`config.mk`:
```
export PLATFORM = sky130hd
export DESIGN_NAME = matrix_mult_stream
export DESIGN_NICKNAME = d
export VERILOG_FILES = /design/src/rtl/matrix_mult_stream.sv
export SDC_FILE = /design/constraint.sdc
export NUM_CORES = 1
export LEC_CHECK = 0
export ABC_CLOCK_PERIOD_IN_PS = 16300
export BUFFER_PORTS_ARGS = -buffer_cell sky130_fd_sc_hd__buf_4
export CAP_MARGIN = 25
export CORE_UTILIZATION = 40
export CTS_BUF_LIST = sky130_fd_sc_hd__clkbuf_2
export CTS_CLUSTER_SIZE = 16
export DETAILED_ROUTE_END_ITERATION = 10
export PLACE_DENSITY = 0.53
export SLEW_MARGIN = 20
export SYNTH_ARGS = -nofsm -noshare
export SYNTH_HDL_FRONTEND = slang
export SYNTH_SLANG_ARGS = --single-unit
```
`constraint.sdc`:
```
create_clock -name clk -period 16.3 [get_ports clk]
set_input_delay 0.815 -clock clk [delete_from_list [all_inputs] [get_ports clk]]
set_output_delay 0.815 -clock clk [all_outputs]
set_load 0.02 [all_outputs]
```
`src/rtl/matrix_mult_stream.sv`:
```
// Streaming N x N matrix multiplier: row-major operand load, a two-stage multiply/adder-tree
// compute pass that fills the C buffer, then a backpressured drain of C in row-major order.
module matrix_mult_stream #(
    parameter int N      = 3,
    parameter int DW     = 8,
    parameter bit SIGNED = 1'b0,
    localparam int OW    = 2*DW + $clog2(N)
) (
    input  logic          clk,
    input  logic          reset,
    input  logic          in_valid,
    output logic          in_ready,
    input  logic [DW-1:0] in_a,
    input  logic [DW-1:0] in_b,
    output logic          out_valid,
    input  logic          out_ready,
    output logic [OW-1:0] out_data,
    output logic          out_last,
    output logic          busy
);
    localparam int RW = $clog2(N);
    localparam int CW = $clog2(N*N + 2);
    localparam int PW = 2*DW;

    typedef enum logic [1:0] {IDLE, LOAD, COMPUTE, DRAIN} state_t;

    state_t        state_q, state_d;
    logic [DW-1:0] a_q [N][N];
    logic [DW-1:0] b_q [N][N];
    logic [OW-1:0] c_q [N][N];
    logic [RW-1:0] lr_q, lc_q, lr_d, lc_d;
    logic [RW-1:0] ci_q, cj_q, ci_d, cj_d;
    logic [RW-1:0] oi_q, oj_q, oi_d, oj_d;
    logic [CW-1:0] cnt_q, cnt_d;
    logic          s1_vld_q;
    logic [RW-1:0] s1_i_q, s1_j_q;
    logic [PW-1:0] prod_s [N];
    logic [PW-1:0] prod_q [N];
    logic [OW-1:0] psum_s [N+1];
    logic          out_valid_q, out_valid_d, out_last_q, out_last_d;
    logic [OW-1:0] out_data_q, out_data_d;
    logic          in_fire_s, issue_s;

    function automatic logic [PW-1:0] mul_f(input logic [DW-1:0] a, input logic [DW-1:0] b);
        logic [PW-1:0] ea;
        logic [PW-1:0] eb;
        if (SIGNED) begin
            ea = {{DW{a[DW-1]}}, a};
            eb = {{DW{b[DW-1]}}, b};
        end else begin
            ea = {{DW{1'b0}}, a};
            eb = {{DW{1'b0}}, b};
        end
        // Low PW bits of the extended product are exact in both modes.
        return ea * eb;
    endfunction

    function automatic logic [OW-1:0] ext_f(input logic [PW-1:0] p);
        if (SIGNED) begin
            return {{(OW-PW){p[PW-1]}}, p};
        end else begin
            return {{(OW-PW){1'b0}}, p};
        end
    endfunction

    assign in_ready  = ((state_q == IDLE) || (state_q == LOAD)) && !reset;
    assign in_fire_s = in_valid && in_ready;
    assign issue_s   = (state_q == COMPUTE) && (cnt_q < CW'(N*N));
    assign busy      = (state_q != IDLE);
    assign out_valid = out_valid_q;
    assign out_data  = out_data_q;
    assign out_last  = out_last_q;

    assign psum_s[0] = '0;
    for (genvar t = 0; t < N; t++) begin : g_lane
        assign prod_s[t]   = mul_f(a_q[ci_q][t], b_q[t][cj_q]);
        assign psum_s[t+1] = psum_s[t] + ext_f(prod_q[t]);
    end

    // Next-state, index and output-register logic.
    always_comb begin
        state_d     = state_q;
        lr_d        = lr_q;
        lc_d        = lc_q;
        ci_d        = ci_q;
        cj_d        = cj_q;
        oi_d        = oi_q;
        oj_d        = oj_q;
        cnt_d       = cnt_q;
        out_valid_d = out_valid_q;
        out_last_d  = out_last_q;
        out_data_d  = out_data_q;
        if (in_fire_s) begin
            lc_d = (lc_q == RW'(N-1)) ? '0 : lc_q + 1'b1;
            lr_d = (lc_q == RW'(N-1)) ? ((lr_q == RW'(N-1)) ? '0 : lr_q + 1'b1) : lr_q;
        end else begin
            lc_d = lc_q;
        end
        case (state_q)
            IDLE: begin
                if (in_fire_s) begin
                    state_d = LOAD;
                end else begin
                    state_d = IDLE;
                end
            end
            LOAD: begin
                if (in_fire_s && (lr_q == RW'(N-1)) && (lc_q == RW'(N-1))) begin
                    state_d = COMPUTE;
                    cnt_d   = '0;
                end else begin
                    state_d = LOAD;
                end
            end
            COMPUTE: begin
                cnt_d = cnt_q + 1'b1;
                if (issue_s) begin
                    cj_d = (cj_q == RW'(N-1)) ? '0 : cj_q + 1'b1;
                    ci_d = (cj_q == RW'(N-1)) ? ((ci_q == RW'(N-1)) ? '0 : ci_q + 1'b1) : ci_q;
                end else begin
                    cj_d = cj_q;
                end
                // Two extra cycles let the final product pass both pipeline stages.
                if (cnt_q == CW'(N*N + 1)) begin
                    state_d     = DRAIN;
                    cnt_d       = '0;
                    oi_d        = '0;
                    oj_d        = '0;
                    out_valid_d = 1'b1;
                    out_last_d  = 1'b0;
                    out_data_d  = c_q[0][0];
                end else begin
                    state_d = COMPUTE;
                end
            end
            DRAIN: begin
                if (out_ready) begin
                    oj_d = (oj_q == RW'(N-1)) ? '0 : oj_q + 1'b1;
                    oi_d = (oj_q == RW'(N-1)) ? ((oi_q == RW'(N-1)) ? '0 : oi_q + 1'b1) : oi_q;
                    if (out_last_q) begin
                        state_d     = IDLE;
                        out_valid_d = 1'b0;
                        out_last_d  = 1'b0;
                    end else begin
                        out_data_d = c_q[oi_d][oj_d];
                        out_last_d = (oi_d == RW'(N-1)) && (oj_d == RW'(N-1));
                    end
                end else begin
                    state_d = DRAIN;
                end
            end
            default: begin
                state_d     = IDLE;
                out_valid_d = 1'b0;
                out_last_d  = 1'b0;
            end
        endcase
    end

    // State, buffers and the two compute pipeline stages.
    always_ff @(posedge clk) begin
        if (reset) begin
            state_q     <= IDLE;
            lr_q        <= '0;
            lc_q        <= '0;
            ci_q        <= '0;
            cj_q        <= '0;
            oi_q        <= '0;
            oj_q        <= '0;
            cnt_q       <= '0;
            s1_vld_q    <= 1'b0;
            s1_i_q      <= '0;
            s1_j_q      <= '0;
            prod_q      <= '{default: '0};
            c_q         <= '{default: '0};
            out_valid_q <= 1'b0;
            out_last_q  <= 1'b0;
            out_data_q  <= '0;
        end else begin
            state_q     <= state_d;
            lr_q        <= lr_d;
            lc_q        <= lc_d;
            ci_q        <= ci_d;
            cj_q        <= cj_d;
            oi_q        <= oi_d;
            oj_q        <= oj_d;
            cnt_q       <= cnt_d;
            out_valid_q <= out_valid_d;
            out_last_q  <= out_last_d;
            out_data_q  <= out_data_d;
            if (in_fire_s) begin
                a_q[lr_q][lc_q] <= in_a;
                b_q[lr_q][lc_q] <= in_b;
            end
            s1_vld_q <= issue_s;
            if (issue_s) begin
                prod_q <= prod_s;
                s1_i_q <= ci_q;
                s1_j_q <= cj_q;
            end
            if (s1_vld_q) begin
                c_q[s1_i_q][s1_j_q] <= psum_s[N];
            end
        end
    end
endmodule

```
==> results of run 1 <==
[report_power, final]
| group | internal, W | leakage (nW) | switching, W |
|---|---|---|---|
| combinational | 0.000103 | 6.04 | 0.000152 |
| clock | 0.000289 | 0.711 | 0.000437 |
| sequential | 0.00103 | 3.35 | 0.00000141 |
[worst max-delay path by stage]
stage / start / to / cells past startpoint
3_5_place_dp: cj_q[1] / prod_q[12] / 19
6_report: cj_q[1] / prod_q[28] / 20
3_3_place_gp: cj_q[1] / prod_q[28] / 20
4_1_cts: cj_q[1] / prod_q[28] / 20
2_1_floorplan: flop / prod_q[28] / 21
5_1_grt: cj_q[1] / prod_q[44] / 19
[state kept, by name, summed over array words and instances (netlist names), named ones only]
signal / cells
a_q: 72
b_q: 72
c_q: 162
ci_q: 2
cj_q: 2
cnt_q: 4
lc_q: 2
lr_q: 2
oi_q: 2
oj_q: 2
out_data: 18
out_last: 1
out_valid: 1
prod_q: 48
s1_i_q: 2
s1_j_q: 2
s1_vld_q: 1
state_q: 2
[through the flow]
step           instance area, sq um  utilization [%]  power, W
2_1_floorplan                 23100                -   0.00124
3_3_place_gp                  24100             42.6   0.00130
3_5_place_dp                  24200             42.6   0.00131
4_1_cts                       25300             44.6   0.00204
5_1_grt                       25300             44.7   0.00212
6_report                      25300             44.7   0.00202
[synthesized netlist by cell type (6+ instances only)]
cell type,count,share of area (%)
edfxtp_1,144,19
o21ai_0,103,2.2
and2_1,10,0.27
nand4_1,10,0.27
o2bb2ai_1,6,0.23
dfxtp_1,255,22
xnor2_1,23,0.87
a211oi_1,43,1.4
a31oi_1,13,0.35
o21a_1,11,0.36
nor2_1,319,5.2
and3_1,20,0.54
o311ai_0,17,0.64
clkbuf_1,104,1.7
a21o_1,20,0.65
o31a_1,7,0.27
fa_1,125,11
o31ai_1,13,0.42
a21oi_1,266,5.8
nor2b_1,17,0.46
mux2i_1,77,3.3
nand2_1,256,4.2
inv_1,166,2.7
buf_2,18,0.39
nand3_1,65,1.4
o21bai_1,6,0.20
a221oi_1,12,0.46
o221ai_1,15,0.57
or2_2,38,1.0
nor4_1,7,0.19
buf_1,8,0.13
nor3_1,31,0.67
mux2_2,11,0.54
ha_1,123,6.7
nand2b_1,21,0.57
a22oi_1,17,0.55
or3_1,7,0.19
[cell families (layout without fill, tap and decap cells)]
| family | count (synthesis) | count (layout) |
|---|---|---|
| AOI/OAI and AO/OA | 587 | 587 |
| xor gates and xnor gates | 28 | 28 |
| adders and majority gates | 248 | 248 |
| buffers and inverters | 299 | 439 |
| DFF | 399 | 399 |
| muxes | 88 | 88 |
| other | 0 | 1 |
| and+or+nand+nor | 832 | 832 |
[worst reg2reg max path, stage by stage (launching register included)]
cell,delay (ps)
dfxtp_1,870
buf_4,450
nor2b_1,100
buf_4,250
a21oi_1,530
nor2_1,130
fa_1,560
inv_1,50
fa_1,540
inv_1,50
fa_1,470
inv_1,50
fa_1,470
inv_1,40
ha_1,310
or3_1,380
a21o_1,200
a311oi_1,320
xnor2_1,160
nand2_1,70
a21oi_1,150
[area by class of cell]
type | count | area [sq um] | share of cell area [%]
flip-flops and latches | 399 | 9430 | 37.2
clock buffers | 144 | 721 | 2.85
clock inverters | 34 | 229 | 0.904
well taps | 756 | 946 | 3.74
diodes | 1 | 2.50 | 0.00988
repair buffers | 95 | 779 | 3.08
multi-input cells | 1783 | 12600 | 49.7
inverters | 166 | 623 | 2.46
[what timing repair did]
action	in CTS	in global routing
endpoints found under the hold margin	170	0
resized for setup	0	0
hold buffers	19	0
setup buffers	0	0
[routing by layer]
layer | vias to the layer above | wire (microns)
met5 | - | 0
met4 | 0 | 2060
met3 | 157 | 3770
met2 | 564 | 31700
met1 | 8804 | 29700
li1 | 8812 | -
==> impl_metrics.py, run 1 <==
metrics = {
    "critical_path": {
        "setup.worst_path.end_class": "flop",
        "rrSetupSlack_ps": 10120,
        "cp-start-kind": "flop",
        "worstPathRequired_ps": 17350,
        "cp_slowest_cell": "dfxtp_1",
        "slowest_delay_ps": 870,
        "cp_max_fo": 27,
        "r2r-end": "prod_q[28]",
        "worstPathCellList": "buf_4 -> nor2b_1 -> buf_4 -> a21oi_1 -> nor2_1 -> fa_1 -> inv_1 -> fa_1 -> inv_1 -> fa_1 -> inv_1 -> fa_1 -> inv_1 -> ha_1 -> or3_1 -> a21o_1 -> a311oi_1 -> xnor2_1 -> nand2_1 -> a21oi_1",
        "rr_startpoint": "cj_q[1]",
        "reg2reg_depth": 20,
        "crit_type": "flop to flop",
        "crit_family": "adder cells",
        "worstPathArrival_ps": 7220,
        "path_buf_inv": 6,
    },
    "detailed_routing": {
        "drc_errors": 0,
        "drtIter0Drc": 1317,
        "postRouteAntennaNets": 0,
        "drtPass1Iterations": 6,
        "finalWirelength_microns": 67200,
        "wl_per_cell_microns": 19.9,
        "via_per_inst": 5.43,
        "vias": 18337,
    },
    "global_route": {
        "grt_start_max_net_pins": 74,
        "grt_overflow": 0,
        "antenna_found_initial": 1,
        "grt_use_total_pct": 22.8,
        "grt_pass1_wl_microns": 105000,
        "met2_usage_pct": 38.2,
        "grt_busiest_layer": "met2",
        "met1_usage_pct": 29.5,
        "grt_pass1_vias": 18024,
        "met3_usage_pct": 3.76,
    },
    "cts": {
        "numCtsBuffers": 104,
        "htree_levels": 3,
        "clk_path_buf_depth": 3,
        "cts_tree": "done",
        "clk_latency_ps": 1160,
        "clockRootBuffer": "clkbuf_2",
        "clkTransAtPathRegs_ps": 110,
        "clock_sinks": 399,
    },
    "cells_and_area": {
        "drive_gt1_share_pct": 11.9,
        "final_cell_mix": "317 x nor2_1, 266 x a21oi_1, 255 x nand2_1",
        "nFillCells": 5583,
        "area_growth_pct": 9.64,
        "nets": 2817,
        "layout_commonest_cell": "nor2_1",
        "instances_no_fill": 3378,
    },
    "timing": {
        "drv_slew": 0,
        "skew_ps": 96.1,
        "setup_ws_ps": 10120,
        "hold_ws_ps": 195,
        "hold_viol": 0,
        "rsz0062_at_grt": "no",
        "tns_ps": 0,
        "tightest_slew_ps": 1150,
        "fin_crit_ps": 6180,
        "relSlewSlack_pct": 23.0,
        "max_freq_mhz": 162,
        "fin_crit_sh_pct": 37.9,
        "finalSetupViolCount": 0,
    },
    "place": {
        "port_buffers": 41,
        "gp_congestion": 0.835,
        "pre_cts_slack_ps": 10090,
        "dp.cells": 3177,
        "hpwl_microns": 45800,
    },
    "pwr": {
        "leakagePower_nw": 10.1,
        "irDropWorstVdd_uv": 80.8,
        "power_density_nw_per_um2": 79.6,
    },
    "yosys": {
        "synthFlopType": "dfxtp_1",
        "synth-compound-area-share_pct": 15.6,
        "syn_nets": 2749,
        "netlist-cell-type-count": 72,
        "syn-cell-area_sq_um": 23100,
        "synth_top_family_by_area": "adder cells",
        "synth_xor_area_share_pct": 1.06,
        "yosysWarnings": 0,
        "ys_async_sr_fraction_pct": 0,
        "synth-edff-count": 144,
        "yosys.area_share.simple_pct": 16.1,
        "synthMuxAreaShare_pct": 3.87,
        "synth_seq_area_share_pct": 40.8,
        "synth_adder_area_share_pct": 17.5,
        "syn_inst": 2481,
        "syn_area_per_cell_sq_um": 9.31,
        "synth_seq_cells": 399,
    },
    "floorplanning": {
        "fp.dieH_microns": 242,
        "die_x_microns": 242,
        "io_pins": 42,
        "rows": 87,
        "die-area_sq_um": 58700,
        "coreArea_sq_um": 56700,
        "initial_utilization_pct": 40.7,
    },
    "hold_path": {
        "min_to": "lc_q[1]",
        "holdCritStartpoint": "in_valid",
        "hp-class": "primary input to flop",
        "whs_path_depth": 4,
    },
    "job": {
        "cap_violations": 0,
    },
    "outcome": {
        "status": "finished clean",
    },
}
(Power assumes the default switching activity.)
==> run 2, diff against run 1 <==
--- a/config.mk
+++ b/config.mk
@@ -5,14 +5,14 @@
 export SDC_FILE = /design/constraint.sdc
 export NUM_CORES = 1
 export LEC_CHECK = 0
-export ABC_CLOCK_PERIOD_IN_PS = 16300
+export ABC_CLOCK_PERIOD_IN_PS = 5550
 export BUFFER_PORTS_ARGS = -buffer_cell sky130_fd_sc_hd__buf_4
 export CAP_MARGIN = 25
 export CORE_UTILIZATION = 40
 export CTS_BUF_LIST = sky130_fd_sc_hd__clkbuf_2
 export CTS_CLUSTER_SIZE = 16
 export DETAILED_ROUTE_END_ITERATION = 10
-export PLACE_DENSITY = 0.53
+export PLACE_DENSITY = 0.55
 export SLEW_MARGIN = 20
 export SYNTH_ARGS = -nofsm -noshare
 export SYNTH_HDL_FRONTEND = slang
==> constraint.sdc (replaced) <==
create_clock -name clk -period 5.55 [get_ports clk]
set_input_delay 0.2775 -clock clk [delete_from_list [all_inputs] [get_ports clk]]
set_output_delay 0.2775 -clock clk [all_outputs]
set_load 0.02 [all_outputs]
==> run 2 against run 1 <==
  * Hold slack lost 1.3 ps
  * Register-to-register slack lost 9800 ps
  * Clock power grew to 2.8 times the previous value
  * Flip-flop and latch count is the same
  * Via count grew 2.3%
==> impl_metrics.py, run 2 (synthesized netlist as in run 1, its figures left out) <==
metrics = {
    "global_route": {
        "antenna_found_initial": 3,
        "grt_busiest_layer": "met2",
        "met3_usage_pct": 3.47,
        "grt_pass1_vias": 18451,
        "met1_usage_pct": 30.4,
        "grt_use_total_pct": 23.0,
        "grt_overflow": 0,
        "met2_usage_pct": 37.8,
        "grt_start_max_net_pins": 84,
        "grt_pass1_wl_microns": 106000,
    },
    "critical_path": {
        "worstPathRequired_ps": 6590,
        "worstPathArrival_ps": 6280,
        "path_buf_inv": 4,
        "setup.worst_path.end_class": "flop",
        "cp_slowest_cell": "dfxtp_2",
        "cp-start-kind": "flop",
        "cp_max_fo": 24,
        "slowest_delay_ps": 610,
        "crit_family": "adder cells",
        "worstPathCellList": "buf_4 -> nor2_1 -> a21oi_1 -> buf_4 -> nor2_1 -> fa_1 -> fa_1 -> fa_1 -> inv_1 -> fa_1 -> inv_1 -> ha_1 -> or3_1 -> a21o_1 -> a311oi_1 -> xnor2_1 -> nand2_1 -> a21oi_1",
        "crit_type": "flop to flop",
        "crit_path_frequent_cell": "fa_1",
    },
    "floorplanning": {
        "fp.dieH_microns": 242,
        "coreArea_sq_um": 56700,
        "die_x_microns": 242,
        "rows": 87,
        "io_pins": 42,
        "initial_utilization_pct": 40.7,
        "die-area_sq_um": 58700,
    },
    "timing": {
        "rsz0062_at_grt": "no",
        "tightest_slew_ps": 1080,
        "finalSetupViolCount": 0,
        "skew_ps": 166,
        "fin_crit_ps": 5240,
        "fin_crit_sh_pct": 94.4,
        "drv_slew": 0,
        "hold_viol": 0,
        "max_freq_mhz": 191,
        "relSlewSlack_pct": 27.7,
        "tns_ps": 0,
    },
    "cells_and_area": {
        "nFillCells": 5527,
        "top_regs": "c_q x162, a_q x72, b_q x72",
        "regMostFlops": "c_q",
        "multi_input_area_sq_um": 12600,
        "layout_commonest_cell": "nor2_1",
        "drive_gt1_share_pct": 13.9,
        "seqCellArea_sq_um": 9430,
        "final_cell_mix": "316 x nor2_1, 266 x a21oi_1, 255 x nand2_1",
        "nets": 2888,
        "largest_reg_flops": 162,
        "area_growth_pct": 12.3,
        "final_util_pct": 45.7,
    },
    "outcome": {
        "status": "finished clean",
    },
    "cts": {
        "clockRootBuffer": "clkbuf_2",
        "clk_latency_ps": 1200,
        "htree_levels": 3,
        "clock_sinks": 399,
        "cts_resized": 0,
        "numCtsBuffers": 104,
        "cts_tree": "done",
        "postCtsSetupBuffers": 0,
        "clkTransAtPathRegs_ps": 100,
        "clk_path_buf_depth": 3,
    },
    "detailed_routing": {
        "vias": 18761,
        "finalWirelength_microns": 67000,
        "via_per_inst": 5.43,
        "drc_errors": 0,
        "drtPass1Iterations": 8,
        "postRouteAntennaNets": 0,
        "wl_per_cell_microns": 19.4,
        "drtIter0Drc": 1553,
    },
    "hold_path": {
        "hp-class": "primary input to flop",
    },
    "place": {
        "gp_congestion": 0.853,
        "hpwl_microns": 46700,
        "port_buffers": 41,
    },
    "job": {
        "cap_violations": 0,
    },
    "pwr": {
        "leakagePower_nw": 10.5,
        "irDropWorstVdd_uv": 171,
        "power_density_nw_per_um2": 224,
    },
}
==> run 2: changes by cell type in the layout (fill, tap and decap cells not counted), sizes merged <==
cell and delta:
clkbuf +5, diode +2, buf +52, clkinvlp +1, clkinv -1, bufinv -2, dlygate4sd3 +20
==> run 2: final cells by class <==
class / count / share of cell area (%)
Antenna cell: 3 / 0.0290
Clock buffer: 150 / 2.90
Clock inverter: 32 / 0.724
Inverter: 166 / 2.40
Multi-Input combinational cell: 1783 / 48.6
Sequential cell: 399 / 36.4
Tap cell: 756 / 3.65
Timing Repair Buffer: 166 / 5.37
==> run 2: stage by stage <==
stage                     worst slack [ps]  power (W)  cells  area [sq um]  hold WS [ps]
after global placement                 368    0.00381   3226         24500           441
after CTS                              305    0.00588   3448         25900          82.3
after floorplan                        299    0.00363   2481         23100           376
after detailed placement               340    0.00381   3227         24600           444
after global routing                  6.48    0.00616   3454         25900           165
final                                  309    0.00582   3455         25900           194
==> run 2: final timing paths <==
path | startpoint | end | slack, ps | cells after the start
worst max-delay path | flop | prod_q[12] | 310 | 18
worst min-delay path | in_valid | lc_q[1] | 190 | 5
worst max register to register | flop | prod_q[12] | 310 | 18
worst min register to register | out_data[0] | out_data[0] | 450 | 2
==> run 2: tightest hold or removal path, cell delays in order <==
cell,delay [ps]
dlygate4sd3_1,530
buf_4,120
nand2b_1,100
a21oi_1,160
nor2_1,40
==> run 2: routing by layer <==
metal	wire length, microns	vias to the layer above	share of wire, %
met5	0	-	0
met4	2130	0	3.2
met3	3760	135	5.6
met2	31400	565	47
met1	29700	9089	44
li1	-	8972	-
==> run 2: power breakdown <==
| group | leakage [nW] | switching (W) | internal [W] | total, W |
|---|---|---|---|---|
| Clock | 0.717 | 0.00125 | 0.000788 | 0.00204 |
| Combinational | 6.38 | 0.000428 | 0.000310 | 0.000738 |
| Sequential | 3.35 | 0.00000464 | 0.00304 | 0.00304 |
==> run 2: repair_timing <==
action / in CTS / in global routing
hold buffers: 39 / 0
setup endpoints to repair: 0 / 0
hold endpoints to repair: 314 / 0
